--- src/rtl/fact_sched_pkg.sv ---
// fact_sched shared types: FSM states, accelerator register map
// and status bit positions.
package fact_sched_pkg;

  typedef enum logic [2:0] {
    IDLE,
    WR_N,
    WR_GO,
    POLL,
    RD_RES
  } state_t;

  localparam logic [1:0] FACT_A_N    = 2'd0;
  localparam logic [1:0] FACT_A_GO   = 2'd1;
  localparam logic [1:0] FACT_A_STAT = 2'd2;
  localparam logic [1:0] FACT_A_RES  = 2'd3;

  localparam int STAT_DONE = 0;
  localparam int STAT_ERR  = 1;

  localparam int JOB_W = 4;
  localparam int RES_W = 34;

endpackage

--- src/rtl/fact_sched_fifo.sv ---
// fact_sched_fifo: synchronous FIFO with wrap-bit pointers.
// A push on a full FIFO is taken only when a pop happens the same cycle.
module fact_sched_fifo #(
  parameter int WIDTH = 4,
  parameter int DEPTH = 4
) (
  input  logic             clk,
  input  logic             rst,
  input  logic             push,
  input  logic [WIDTH-1:0] wdata,
  input  logic             pop,
  output logic [WIDTH-1:0] rdata,
  output logic             full,
  output logic             empty
);

  localparam int AW = $clog2(DEPTH);

  logic [WIDTH-1:0] mem [DEPTH];
  logic [AW:0]      wr_ptr;
  logic [AW:0]      rd_ptr;
  logic             do_push;
  logic             do_pop;

  assign empty = (wr_ptr == rd_ptr);
  assign full  = (wr_ptr[AW] != rd_ptr[AW]) &&
                 (wr_ptr[AW-1:0] == rd_ptr[AW-1:0]);

  assign do_pop  = pop & ~empty;
  assign do_push = push & (~full | do_pop);

  assign rdata = empty ? '0 : mem[rd_ptr[AW-1:0]];

  // pointer advance on accepted push/pop
  always_ff @(posedge clk) begin
    if (rst) begin
      wr_ptr <= '0;
      rd_ptr <= '0;
    end else begin
      if (do_push) wr_ptr <= wr_ptr + 1'b1;
      if (do_pop)  rd_ptr <= rd_ptr + 1'b1;
    end
  end

  // storage write
  always_ff @(posedge clk) begin
    if (do_push) mem[wr_ptr[AW-1:0]] <= wdata;
  end

endmodule

--- src/rtl/fact_sched.sv ---
// fact_sched: queues factorial jobs and drives the accelerator bus.
// Optional POLL watchdog enabled by FACT_SCHED_TIMEOUT_EN.
module fact_sched
  import fact_sched_pkg::*;
#(
  parameter int JOB_DEPTH = 4,
  parameter int RES_DEPTH = 4,
  parameter int TIMEOUT   = 64
) (
  input  logic        clk,
  input  logic        rst,
  input  logic        job_valid,
  input  logic [3:0]  job_n,
  output logic        job_ready,
  output logic        res_valid,
  output logic [31:0] res_data,
  output logic        res_err,
  output logic        res_timeout,
  input  logic        res_ready,
  output logic        busy,
  output logic [1:0]  fact_a,
  output logic        fact_we,
  output logic [3:0]  fact_wd,
  input  logic [31:0] fact_rd
);

  state_t           state, state_nx;
  logic [3:0]       n_q, n_nx;
  logic             err_q, err_nx;
  logic             job_pop;
  logic             job_full;
  logic             job_empty;
  logic [JOB_W-1:0] job_head;
  logic             res_push;
  logic             res_full;
  logic             res_empty;
  logic [RES_W-1:0] res_wdata;
  logic [RES_W-1:0] res_head;
  logic             to_hit;

  assign job_ready = ~job_full;
  assign res_valid = ~res_empty;
  assign res_data  = res_head[33:2];
  assign res_err   = res_head[1];
  // bit 0 is only ever pushed as 1 by the watchdog
  assign res_timeout = res_head[0];
  assign busy = (state != IDLE) | ~job_empty;

  fact_sched_fifo #(
    .WIDTH (JOB_W),
    .DEPTH (JOB_DEPTH)
  ) u_job_q (
    .clk   (clk),
    .rst   (rst),
    .push  (job_valid & ~job_full),
    .wdata (job_n),
    .pop   (job_pop),
    .rdata (job_head),
    .full  (job_full),
    .empty (job_empty)
  );

  fact_sched_fifo #(
    .WIDTH (RES_W),
    .DEPTH (RES_DEPTH)
  ) u_res_q (
    .clk   (clk),
    .rst   (rst),
    .push  (res_push),
    .wdata (res_wdata),
    .pop   (res_ready),
    .rdata (res_head),
    .full  (res_full),
    .empty (res_empty)
  );

`ifdef FACT_SCHED_TIMEOUT_EN
  localparam int CW = (TIMEOUT > 1) ? $clog2(TIMEOUT) : 1;

  logic [CW-1:0] cnt_q, cnt_nx;

  assign to_hit = (cnt_q == CW'(TIMEOUT - 1));

  // POLL cycle counter, zero outside POLL
  always_comb begin
    cnt_nx = '0;
    if (state == POLL && state_nx == POLL)
      cnt_nx = cnt_q + 1'b1;
  end

  // watchdog counter register
  always_ff @(posedge clk) begin
    if (rst) cnt_q <= '0;
    else     cnt_q <= cnt_nx;
  end
`else
  assign to_hit = 1'b0;
`endif

  // state and per-job registers
  always_ff @(posedge clk) begin
    if (rst) begin
      state <= IDLE;
      n_q   <= '0;
      err_q <= 1'b0;
    end else begin
      state <= state_nx;
      n_q   <= n_nx;
      err_q <= err_nx;
    end
  end

  // next state, bus drive and queue control
  always_comb begin
    state_nx  = state;
    n_nx      = n_q;
    err_nx    = err_q;
    job_pop   = 1'b0;
    res_push  = 1'b0;
    res_wdata = '0;
    fact_a    = FACT_A_STAT;
    fact_we   = 1'b0;
    fact_wd   = '0;
    unique case (state)
      IDLE: begin
        if (!job_empty && !res_full) begin
          job_pop  = 1'b1;
          n_nx     = job_head;
          state_nx = WR_N;
        end
      end
      WR_N: begin
        fact_a   = FACT_A_N;
        fact_we  = 1'b1;
        fact_wd  = n_q;
        state_nx = WR_GO;
      end
      WR_GO: begin
        fact_a   = FACT_A_GO;
        fact_we  = 1'b1;
        fact_wd  = 4'd1;
        state_nx = POLL;
      end
      POLL: begin
        fact_a = FACT_A_STAT;
        if (fact_rd[STAT_DONE]) begin
          err_nx   = fact_rd[STAT_ERR];
          state_nx = RD_RES;
        end else if (to_hit) begin
          res_push  = 1'b1;
          res_wdata = {32'd0, 1'b1, 1'b1};
          state_nx  = IDLE;
        end
      end
      RD_RES: begin
        fact_a    = FACT_A_RES;
        res_push  = 1'b1;
        res_wdata = {fact_rd, err_q, 1'b0};
        state_nx  = IDLE;
      end
      default: state_nx = IDLE;
    endcase
  end

endmodule

--- config.mk ---
export PLATFORM = sky130hd
export DESIGN_NAME = fact_sched
export DESIGN_NICKNAME = d
export VERILOG_FILES = /design/src/rtl/fact_sched_pkg.sv /design/src/rtl/fact_sched_fifo.sv /design/src/rtl/fact_sched.sv
export SDC_FILE = /design/constraint.sdc
export NUM_CORES = 1
export LEC_CHECK = 0
export ABC_CLOCK_PERIOD_IN_PS = 8400
export CORE_MARGIN = 2
export CORE_UTILIZATION = 45
export CTS_BUF_LIST = sky130_fd_sc_hd__clkbuf_4
export CTS_CLUSTER_SIZE = 20
export DETAILED_ROUTE_END_ITERATION = 8
export HOLD_SLACK_MARGIN = 0.12
export PLACE_DENSITY = 0.66
export SLEW_MARGIN = 20
export SYNTH_ARGS = -nofsm -noshare
export SYNTH_HDL_FRONTEND = slang
export SYNTH_SLANG_ARGS = --single-unit
--- constraint.sdc ---
create_clock -name clk -period 8.4 [get_ports clk]
set_clock_uncertainty 0.15 [all_clocks]
set_input_delay 1.26 -clock clk [delete_from_list [all_inputs] [get_ports clk]]
set_output_delay 1.26 -clock clk [all_outputs]
set_load 0.01 [all_outputs]
# Word level (Yosys, flattened, before mapping)
# Memory sizes are Yosys's and may differ from the RTL's. A register that Yosys moved wholly into a read port is not among the register bits.
# Cells that the tools add are included.
# classes
addsub,4
eq_ne,12
n_mux,17
bitwise_logic,12
reduce_logical,11
# ops
cell,count
$mux 34,2
$add 3x1->3 const B,4
$pmux 3 s4,1
$mux 1,8
$pmux 4 s2,1
$eq 3x2->1 const B,2
$eq 3x3->1,2
$mux 3,2
$pmux 2 s3,1
$reduce_and 2->1,3
$and 1x1->1,5
$eq 2x2->1,2
$mux 2,2
$ne 2x2->1 const B,2
$not 1->1,4
$eq 3x1->1 const B,1
$eq 3x3->1 const B,1
$logic_and 1x1->1,3
$logic_not 3->1,1
$or 1x1->1,3
$reduce_bool 3->1,1
$logic_not 1->1,2
$ne 1x1->1,2
$reduce_or 2->1,1
# totals
ff_bits,16
ramBits,152
in_bits,40
output_inout_bits,44
word_cells,64
n_memories,2
# memory_table
name,depth,width,rd,rd_ports_with_merged_regs,write_ports,line,rtl
u_res_q.mem,4,34,1,1,1,fact_sched_fifo.sv:19,logic [WIDTH-1:0] mem [DEPTH];
u_job_q.mem,4,4,1,1,1,fact_sched_fifo.sv:19,

# Depth between registers and ports, before layout
# Gate-level depths: netlist of the first run.
# depth
word_depth,11
mapped_depth,6
depth_no_buf,4

# Hierarchy
# Synthesis of the first run repeated with hierarchy kept, for this count alone.
# unflattened
hier_cells,438
hier_area_um2,7385.8
# modules_own_cells
mod,instances,cells_per_inst,area_per_inst_um2,seq_area_each_um2
fact_sched_fifo (u_res_q),1,269,5616.6,4244.1
fact_sched_fifo (u_job_q),1,78,1098.6,640.6
fact_sched,1,91,670.6,160.2

# Least setup slack after synthesis of the first run
# OpenSTA, ideal clock, no wires.
# synth_timing
path_kind,input port to flip-flop
start,input res_ready
end,"memory u_res_q.mem[3][10] (netlist bit), enable pin"
setup_time_ns,0.423
arrival_time_ns,2.774
t_required_ns,7.827
slack_ns,5.053
cell_stages,2
path_buffers,0
path_cell_list,o41ai_2 -> nor2_1
# synth_via
elab_chain_cells,5
# synth_rtl
item,line,rtl
"start, declared",fact_sched.sv:19,"input logic res_ready,"
$and 1x1->1,fact_sched_fifo.sv:29,assign do_pop = pop & ~empty;
$or 1x1->1,fact_sched_fifo.sv:30,assign do_push = push & (~full | do_pop);
$and 1x1->1,fact_sched_fifo.sv:30,
$mux 1,fact_sched_fifo.sv:47,if (do_push) mem[wr_ptr[AW-1:0]] <= wdata;
$mux 1 (implied by the code),fact_sched_fifo.sv:47,
"end, declared",fact_sched_fifo.sv:19,
# Every way passes these cells.

==> results of run 1 <==
[layout make-up]
class                      instances  share of cell area (%)
sequential                       170                    57.8
multi-input combinational        214                    24.6
timing repair buffer              86                    10.3
tap                              211                    3.12
clock inverter                    13                    2.38
clock buffer                      17                    1.51
inverter                           7                   0.311
[per-stage QoR]
stage	area [sq um]	std cells	utilization (%)	total power [mW]	hold WS, ns
6_report	8460	718	55.2	1.75	0.355
3_5_place_dp	8100	687	52.9	1.24	0.322
5_1_grt	8460	718	55.2	1.83	0.378
3_3_place_gp	8100	687	52.9	1.23	0.306
4_1_cts	8430	717	55.0	1.77	0.350
2_1_floorplan	7100	416	-	1.15	0.294
[worst max-delay path, cell delays in order, from the launching register on]
cell,delay (ns)
dfxtp_2,0.73
buf_4,0.46
mux4_2,0.59
nor2b_1,0.15
clkdlybuf4s50_1,0.49
[kinds of logic (layout without fill, tap and decap cells)]
logic type               count (synthesis)  after routing  share of synthesized area, %
AND/OR/NAND/NOR                        123            123                          10.6
flip-flops                             170            170                          68.8
adder cells (fa/ha/maj)                 10             10                          1.76
AO/OA/AOI/OAI                           26             26                          2.50
other                                    1              1                        0.0528
multiplexers                            41             41                          12.3
XOR/XNOR                                13             13                          1.82
buffers and inverters                   32            123                          2.08
[state kept, by name (all words and copies together) (netlist names), named ones only]
name and flops:
n_q 4, u_job_q.rd_ptr 3, u_job_q.wr_ptr 3, u_res_q.wr_ptr 3, u_job_q.mem 16, u_res_q.rd_ptr 3
u_res_q.mem 132, err_q 1, state 3
[where the power goes]
group          internal [mW]  switching (mW)
Combinational          0.133           0.110
Sequential             0.935          0.0371
Clock                  0.262           0.269
Total                   1.33           0.417
[routing by layer]
layer	track usage [%]	vias up
met2	27.1	98
met4	6.26	0
met5	0	-
met1	20.6	1864
li1	-	1744
met3	4.42	15
[path summary, 6_finish.rpt]
| path | slack (ns) | to | cells after the start |
|---|---|---|---|
| setup / recovery | 4.00 | res_err | 4 |
| hold / removal | 0.36 | n_q[1]$_SDFFE_PP0P_ | 2 |
| setup reg to reg | 5.12 | u_res_q.mem[0][26]$_DFFE_PP_ | 4 |
| hold reg to reg | 0.36 | n_q[1]$_SDFFE_PP0P_ | 2 |
[placed cells by master, fill, tap and decap left out, types with 4 or more instances in the layout]
master / Yosys / routed
edfxtp_1: 148 / 148
clkdlybuf4s50_1: 0 / 82
mux4_2: 37 / 37
and2_1: 40 / 37
nor2b_1: 24 / 24
dfxtp_1: 22 / 20
clkbuf_4: 0 / 17
nor2_1: 14 / 13
a21oi_1: 12 / 12
and2b_1: 10 / 10
ha_1: 10 / 10
inv_1: 7 / 7
o31ai_1: 7 / 7
xnor2_1: 6 / 6
nand2_1: 6 / 6
xor2_1: 5 / 5
nand4_1: 5 / 5
bufinv_16: 0 / 5
nand2b_1: 4 / 4
or3_1: 4 / 4
==> flow_summary.toml, run 1 <==
[status]
status = "completed"

[routing]
routed-wl-met2_um = 6390
drt-wirelength-per-cell_um = 17.8
vias = 3721
viasPerCell = 5.18
routed_wl_um = 12800
routed.top_layer = "met4"
drt-initial-drc-count = 284
wl_met1_um = 5590
ant_nets = 0
drc = 0
route.met3.wl_um = 597
firstDrtPassIters = 4

[sta]
fin_crit_sh_pct = 52.4
tightestPinTransition_ns = 0.955
fin_setup_tns_ns = 0
relSlewSlack_pct = 36.3
post-route-min-period_ns = 4.40
worst_slack_ns = 4.00
clock.fmax_mhz = 227
finalMaxSlewViolations = 0
rsz0062_at_grt = "false"
setup_viol = 0
hold_viol = 0

[setup_path]
critPathMaxFanout = 18
crit_path_start_kind = "flip-flop"
crit_type = "reg -> out"
crit_path_end_kind = "primary output"
r2r-start = "state[2]$_SDFFE_PP0P_"
cp.required_ns = 6.99
arrival_ns = 2.99

[yosys]
synthTopCellsByArea = "edfxtp_1, mux4_2, dfxtp_1, and2_1, nor2b_1"
avgSynthCellArea_sq_um = 17.1
ys.flop_type = "edfxtp_1"
synth-edff-count = 148
synth_seq_cells = 170
synth_cell_type_count = 41
synthCells = 416
yosysSeqAreaShare_pct = 68.8
synth_area_leader_cell = "edfxtp_1"
synth_async_sr_flop_share_pct = 0
yosys-top-cells-count = "edfxtp_1, and2_1, mux4_2, nor2b_1, dfxtp_1"
synth_top_area_share_pct = 62.6
yosysWarnings = 0
yosysMostFrequentCell = "edfxtp_1"
synth.cell_area_sq_mm = 0.00710
syn-num-nets = 466

[place]
pre_cts_ws_ns = 4.52
dp_hpwl_um = 7820
gp_congestion = 0.728
port_buffers = 82

[clock_network]
clock_path_buffers = 2
clock-sinks = 170
cts_resized = 0
cts-root-buf = "clkbuf_4"
cts_inserted_buffers = 17
ctsHtreeMaxLevel = 4
cts_tree = "built"
cts.clk_slew.worst_paths_ns = 0.13
clk_latency_ns = 0.56
cts_setup_buffers = 0
cts_hold_buffers = 0

[layout]
insertedDiodeCount = 0
drive_gt1_share_pct = 16.6
num-nets-final = 546
seq_area_sq_mm = 0.00489
area_growth_pct = 19.2
multiInputGateArea_sq_mm = 0.00208
fillers = 1253

[global_routing]
track_usage_pct = 16.3
overflow = 0
grt_pass1_vias = 3847
grt_pass1_wl_um = 20100
grt_max_degree = 35
antenna_found_initial = 0

[pwr]
p_leak_nw = 2.58
ir_drop_mv = 0.139
p_per_area_mw_per_mm2 = 207

[floorplanning]
placementRows = 45
start_util_pct = 46.3
coreArea_sq_mm = 0.0153
die_area_sq_mm = 0.0168
die_x_um = 130
fp.dieH_um = 130
io_pins = 84

[worst_hold_path]
hp-class = "reg -> reg"
min_from = "n_q[1]$_SDFFE_PP0P_"

[run]
drv_cap = 0
(Power assumes the default switching activity.)
==> run 2: changes to the inputs <==
Settings changed: ABC_CLOCK_PERIOD_IN_PS 8400 to 4200.
Clock period 8.4 ns to 4.2 ns, I/O delays scaled along.
==> flow_summary.toml, run 2 (same netlist as run 1, synthesis figures left out) <==
[floorplanning]
start_util_pct = 46.3
die_area_sq_mm = 0.0168
coreArea_sq_mm = 0.0153
fp.dieH_um = 130
placementRows = 45
io_pins = 84
die_x_um = 130

[layout]
num-nets-final = 549
fin_util_pct = 54.5
final_cell_mix = "edfxtp_1, clkdlybuf4s50_1, mux4_2, and2_1, nor2b_1"
largest_reg_flops = 132
insertedDiodeCount = 0
area_growth_pct = 17.6
drive_gt1_share_pct = 16.5
instances_no_fill = 719
final_common_cell = "edfxtp_1"

[pwr]
p_clk_share_pct = 23.0
p_per_area_mw_per_mm2 = 379
sw_frac_of_total_pct = 25.5
p_int_mw = 2.36
p_leak_nw = 2.52
ir_drop_mv = 0.224
p_comb_share_pct = 15.5
power.net_switching_mw = 0.806
pwr-share-seq_pct = 61.5

[routing]
vias = 3737
ant_nets = 0
routed_wl_um = 12900
drt-initial-drc-count = 208
drc = 0
viasPerCell = 5.20
firstDrtPassIters = 4
drt-wirelength-per-cell_um = 18.0

[place]
gp_congestion = 0.717
port_buffers = 82
dpl.cell_count = 691
dp_hpwl_um = 8400

[setup_path]
arrival_ns = 3.06
crit_type = "reg -> out"
worst-path-buf-inv = 2
cp_slowest_stage_delay_ns = 0.79
crit_path_start_kind = "flip-flop"
cp.required_ns = 3.42
critPathMaxFanout = 21
crit_family = "simple AND/OR/NAND/NOR gates"
slowest_stage = "nor3_2"
crit_path_end_kind = "primary output"
crit_chain = "xor2_2 > nor3_2 > buf_4 > and2b_1 > clkdlybuf4s50_1"

[clock_network]
cts_setup_buffers = 0
clock_path_buffers = 2
cts_tree = "built"
cts-root-buf = "clkbuf_4"
clock-sinks = 170
clk_latency_ns = 0.54
cts_hold_buffers = 0
cts_resized = 0
cts_inserted_buffers = 17
ctsHtreeMaxLevel = 4
cts.clk_slew.worst_paths_ns = 0.12

[sta]
fin_crit_sh_pct = 91.5
fin_setup_tns_ns = 0
hold_viol = 0
fin_hold_ws_ns = 0.341
rsz0062_at_grt = "false"
relSlewSlack_pct = 36.2
clock.fmax_mhz = 260
finalMaxSlewViolations = 0
tightestPinTransition_ns = 0.952
post-route-min-period_ns = 3.84
setup_viol = 0

[global_routing]
antenna_found_initial = 0
grt_max_degree = 34
track_usage_pct = 16.4
grt_pass1_wl_um = 20300
overflow = 0
grt_pass1_vias = 3908

[status]
status = "completed"

[worst_hold_path]
hp-class = "reg -> reg"

[run]
drv_cap = 0
-- run 2: cell types whose count changed in the layout (fill, tap and decap cells not counted), moves of 2 or more --
cell / before / now
bufinv_16: 5 / 0
clkinvlp_4: 0 / 3
buf_12: 0 / 2
buf_4: 3 / 5
clkinv_4: 2 / 0
-- run 2: path summary, 6_finish.rpt --
kind / from / end / slack, ns / cells after the start
worst max-delay path: u_res_q.wr_ptr[0]$_SDFFE_PP0P_ / res_data[10] / 0.36 / 5
worst min-delay path: n_q[2]$_SDFFE_PP0P_ / n_q[2]$_SDFFE_PP0P_ / 0.34 / 2
worst max register to register: state[2]$_SDFFE_PP0P_ / u_res_q.mem[0][6]$_DFFE_PP_ / 1.53 / 3
worst min register to register: n_q[2]$_SDFFE_PP0P_ / n_q[2]$_SDFFE_PP0P_ / 0.34 / 2
-- run 2: final cells by class --
cell class                      count  area, sq um
Clock buffer                       18          135
Sequential cell                   170         4890
Inverter                            7         26.3
Timing Repair Buffer               89          898
Fill cell                        1272         6970
Multi-Input combinational cell    214         2080
Clock inverter                     10         57.6
Tap cell                          211          264
-- run 2: layer usage --
layer / vias up / track usage (%) / part of all wire (%)
met3: 16 / 3.88 / 5.5
li1: 1745 / - / -
met5: - / 0 / 0
met4: 0 / 5.88 / 1.3
met1: 1866 / 20.9 / 43
met2: 110 / 27.6 / 51
-- run 2: stage by stage --
| stage | setup WS [ns] | instance area [sq um] | total power, mW |
|---|---|---|---|
| 6_report | 0.358 | 8350 | 3.16 |
| 5_1_grt | 0.0824 | 8350 | 3.30 |
| 4_1_cts | 0.234 | 8350 | 3.19 |
| 3_5_place_dp | 0.872 | 8160 | 2.48 |
| 3_3_place_gp | 0.966 | 8160 | 2.46 |
| 2_1_floorplan | 1.27 | 7100 | 2.29 |
-- run 2: power groups by stage --
stage                     clock network, mW  registers [mW]  logic [mW]
after floorplan                           0            1.93       0.361
after global placement                    0            1.98       0.485
after detailed placement                  0            1.98       0.494
after CTS                             0.750            1.95       0.497
after global routing                  0.809            1.96       0.536
final                                 0.728            1.94       0.490
-- run 2: tightest hold or removal path, stage by stage, from the launching register on --
cell     delay, ns
dfxtp_1       0.33
o31ai_1       0.06
a21oi_1       0.06
==> run 3: changes to the inputs <==
Settings changed: ABC_AREA set to 1, CORE_UTILIZATION 45 to 25, PLACE_DENSITY 0.66 to unset, REMOVE_ABC_BUFFERS set to 1.
==> flow_summary.toml, run 3 <==
[status]
status = "completed"

[global_routing]
track_usage_pct = 10.5
grt_max_degree = 67
grt_pass1_vias = 4853
grt_pass1_wl_um = 25100
antenna_found_initial = 2
overflow = 0

[yosys]
synthCells = 681
synth_seq_cells = 170
yosysSeqAreaShare_pct = 66.7
yosysWarnings = 0
ys.flop_type = "edfxtp_1"
yosys-top-cells-count = "nor2_1, edfxtp_1, inv_1, nand2_1, o21ai_0"
yosysMostFrequentCell = "nor2_1"
avgSynthCellArea_sq_um = 10.8
synth-edff-count = 148
synth_area_leader_cell = "edfxtp_1"
synth_cell_type_count = 28
synth.cell_area_sq_mm = 0.00732
synth_top_area_share_pct = 60.7
synthTopCellsByArea = "edfxtp_1, nor2_1, dfxtp_1, inv_1, o32ai_1"
synth_async_sr_flop_share_pct = 0

[floorplanning]
coreArea_sq_mm = 0.0288
io_pins = 84
fp.dieH_um = 175
die_x_um = 175
start_util_pct = 25.4
placementRows = 62
die_area_sq_mm = 0.0307

[sta]
clock.fmax_mhz = 289
hold_viol = 0
fin_crit_sh_pct = 82.3
setup_viol = 0
fin_setup_tns_ns = 0
post-route-min-period_ns = 3.46
tightestPinTransition_ns = 0.673
rsz0062_at_grt = "false"
relSlewSlack_pct = 55.1
finalMaxSlewViolations = 0

[setup_path]
critPathMaxFanout = 66
r2r-start = "u_res_q.wr_ptr[1]$_SDFFE_PP0P_"
rrSetupSlack_ns = 1.80
crit_type = "reg -> out"
reg2regPathDepth = 7
arrival_ns = 2.68
r2r_end = "u_res_q.mem[2][33]$_DFFE_PP_"
cp.required_ns = 3.42
crit_path_end_kind = "primary output"
crit_path_start_kind = "flip-flop"

[clock_network]
cts-root-buf = "clkbuf_4"
cts_setup_buffers = 0
cts.clk_slew.worst_paths_ns = 0.13
clock-sinks = 170
cts_hold_buffers = 0
ctsHtreeMaxLevel = 4
cts_resized = 0
cts_tree = "built"
clk_latency_ns = 0.55
cts_inserted_buffers = 17
clock_path_buffers = 2

[layout]
final_cell_mix = "nor2_1, edfxtp_1, inv_1, clkdlybuf4s50_1, nand2_1"
drive_gt1_share_pct = 7.80
final_common_cell = "nor2_1"
largest_reg_flops = 132
area_growth_pct = 20.7
fillers = 2948
num-nets-final = 808

[routing]
drc = 0
routed_wl_um = 15600
firstDrtPassIters = 4
ant_nets = 0
drt-wirelength-per-cell_um = 13.5
vias = 4844
viasPerCell = 4.20
drt-initial-drc-count = 300

[pwr]
p_leak_nw = 3.41
power_mw = 4.13
ir_drop_mv = 0.240
p_per_area_mw_per_mm2 = 467

[worst_hold_path]
min_from = "err_q$_SDFFE_PP0P_"
hold_depth = 2
hp-class = "reg -> reg"
holdPathEnd = "err_q$_SDFFE_PP0P_"

[place]
dp_hpwl_um = 9930
gp_congestion = 0.740
port_buffers = 82

[run]
drv_cap = 0
[run 3: cell types whose count changed in the layout (fill, tap and decap cells not counted), sizes merged, moves of 24 or more]
| cell | before | now |
|---|---|---|
| inv | 8 | 105 |
| o32ai | 0 | 33 |
| and2 | 40 | 0 |
| o21ai | 2 | 47 |
| nor2b | 24 | 0 |
| mux4 | 37 | 0 |
| nor2 | 14 | 176 |
| nand2 | 6 | 76 |
[run 3: area by class of cell]
cell class | count | area (sq um) | area share [%]
well taps | 384 | 480 | 5.44
multi-input cells | 378 | 1900 | 21.5
clock inverters | 12 | 120 | 1.36
repair buffers | 90 | 931 | 10.5
clock buffers | 18 | 135 | 1.53
inverters | 101 | 379 | 4.29
diodes | 1 | 2.50 | 0.0283
flip-flops and latches | 170 | 4890 | 55.3
[run 3: worst max path at each step]
stage	cells past startpoint	from	endpoint
global route	6	flip-flop	res_data[1]
detailed placement	6	flip-flop	res_data[11]
global placement	6	flip-flop	res_data[1]
floorplan	5	flip-flop	res_data[0]
finish	6	flip-flop	res_data[11]
CTS	6	flip-flop	res_data[1]
[run 3: logic make-up (layout without fill, tap and decap cells)]
family / after synthesis / in the layout / share of synthesized area [%]
fa+ha+maj: 10 / 10 / 1.71
flops: 170 / 170 / 66.7
buf+inv: 133 / 221 / 7.74
simple gates: 270 / 270 / 15.1
other cells: 1 / 2 / 0.0512
compound gates: 92 / 92 / 8.05
xor+xnor: 5 / 5 / 0.598
[run 3: worst max-delay path, stage by stage (launching register included)]
cell and delay [ns]:
dfxtp_2 0.36, buf_4 0.53, nor2_1 0.12, o32ai_1 0.44, nand2_1 0.09, inv_1 0.06, clkdlybuf4s50_1 0.52
[run 3: layer usage]
layer | vias to the layer above | GRT usage [%] | routed length (um)
li1 | 2423 | - | -
met1 | 2314 | 12.9 | 7240
met2 | 91 | 18.2 | 7480
met3 | 14 | 2.59 | 690
met4 | 2 | 3.33 | 172
met5 | - | 0 | 13
[run 3: power by group]
group	total [mW]	switching, mW	internal, mW
logic	1.29	0.737	0.552
registers	1.95	0.0706	1.88
clock network	0.885	0.580	0.305
total	4.13	1.39	2.74
[run 3: through the flow]
stage | hold slack, ns | instance area [sq um] | setup slack [ns] | utilization (%) | cells
finish | 0.323 | 8840 | 0.745 | 30.7 | 1154
global route | 0.353 | 8830 | 0.464 | 30.7 | 1153
CTS | 0.330 | 8830 | 0.584 | 30.7 | 1153
detailed placement | 0.312 | 8580 | 1.23 | 29.8 | 1123
global placement | 0.329 | 8580 | 1.20 | 29.8 | 1123
floorplan | 0.280 | 7130 | 1.07 | - | 649
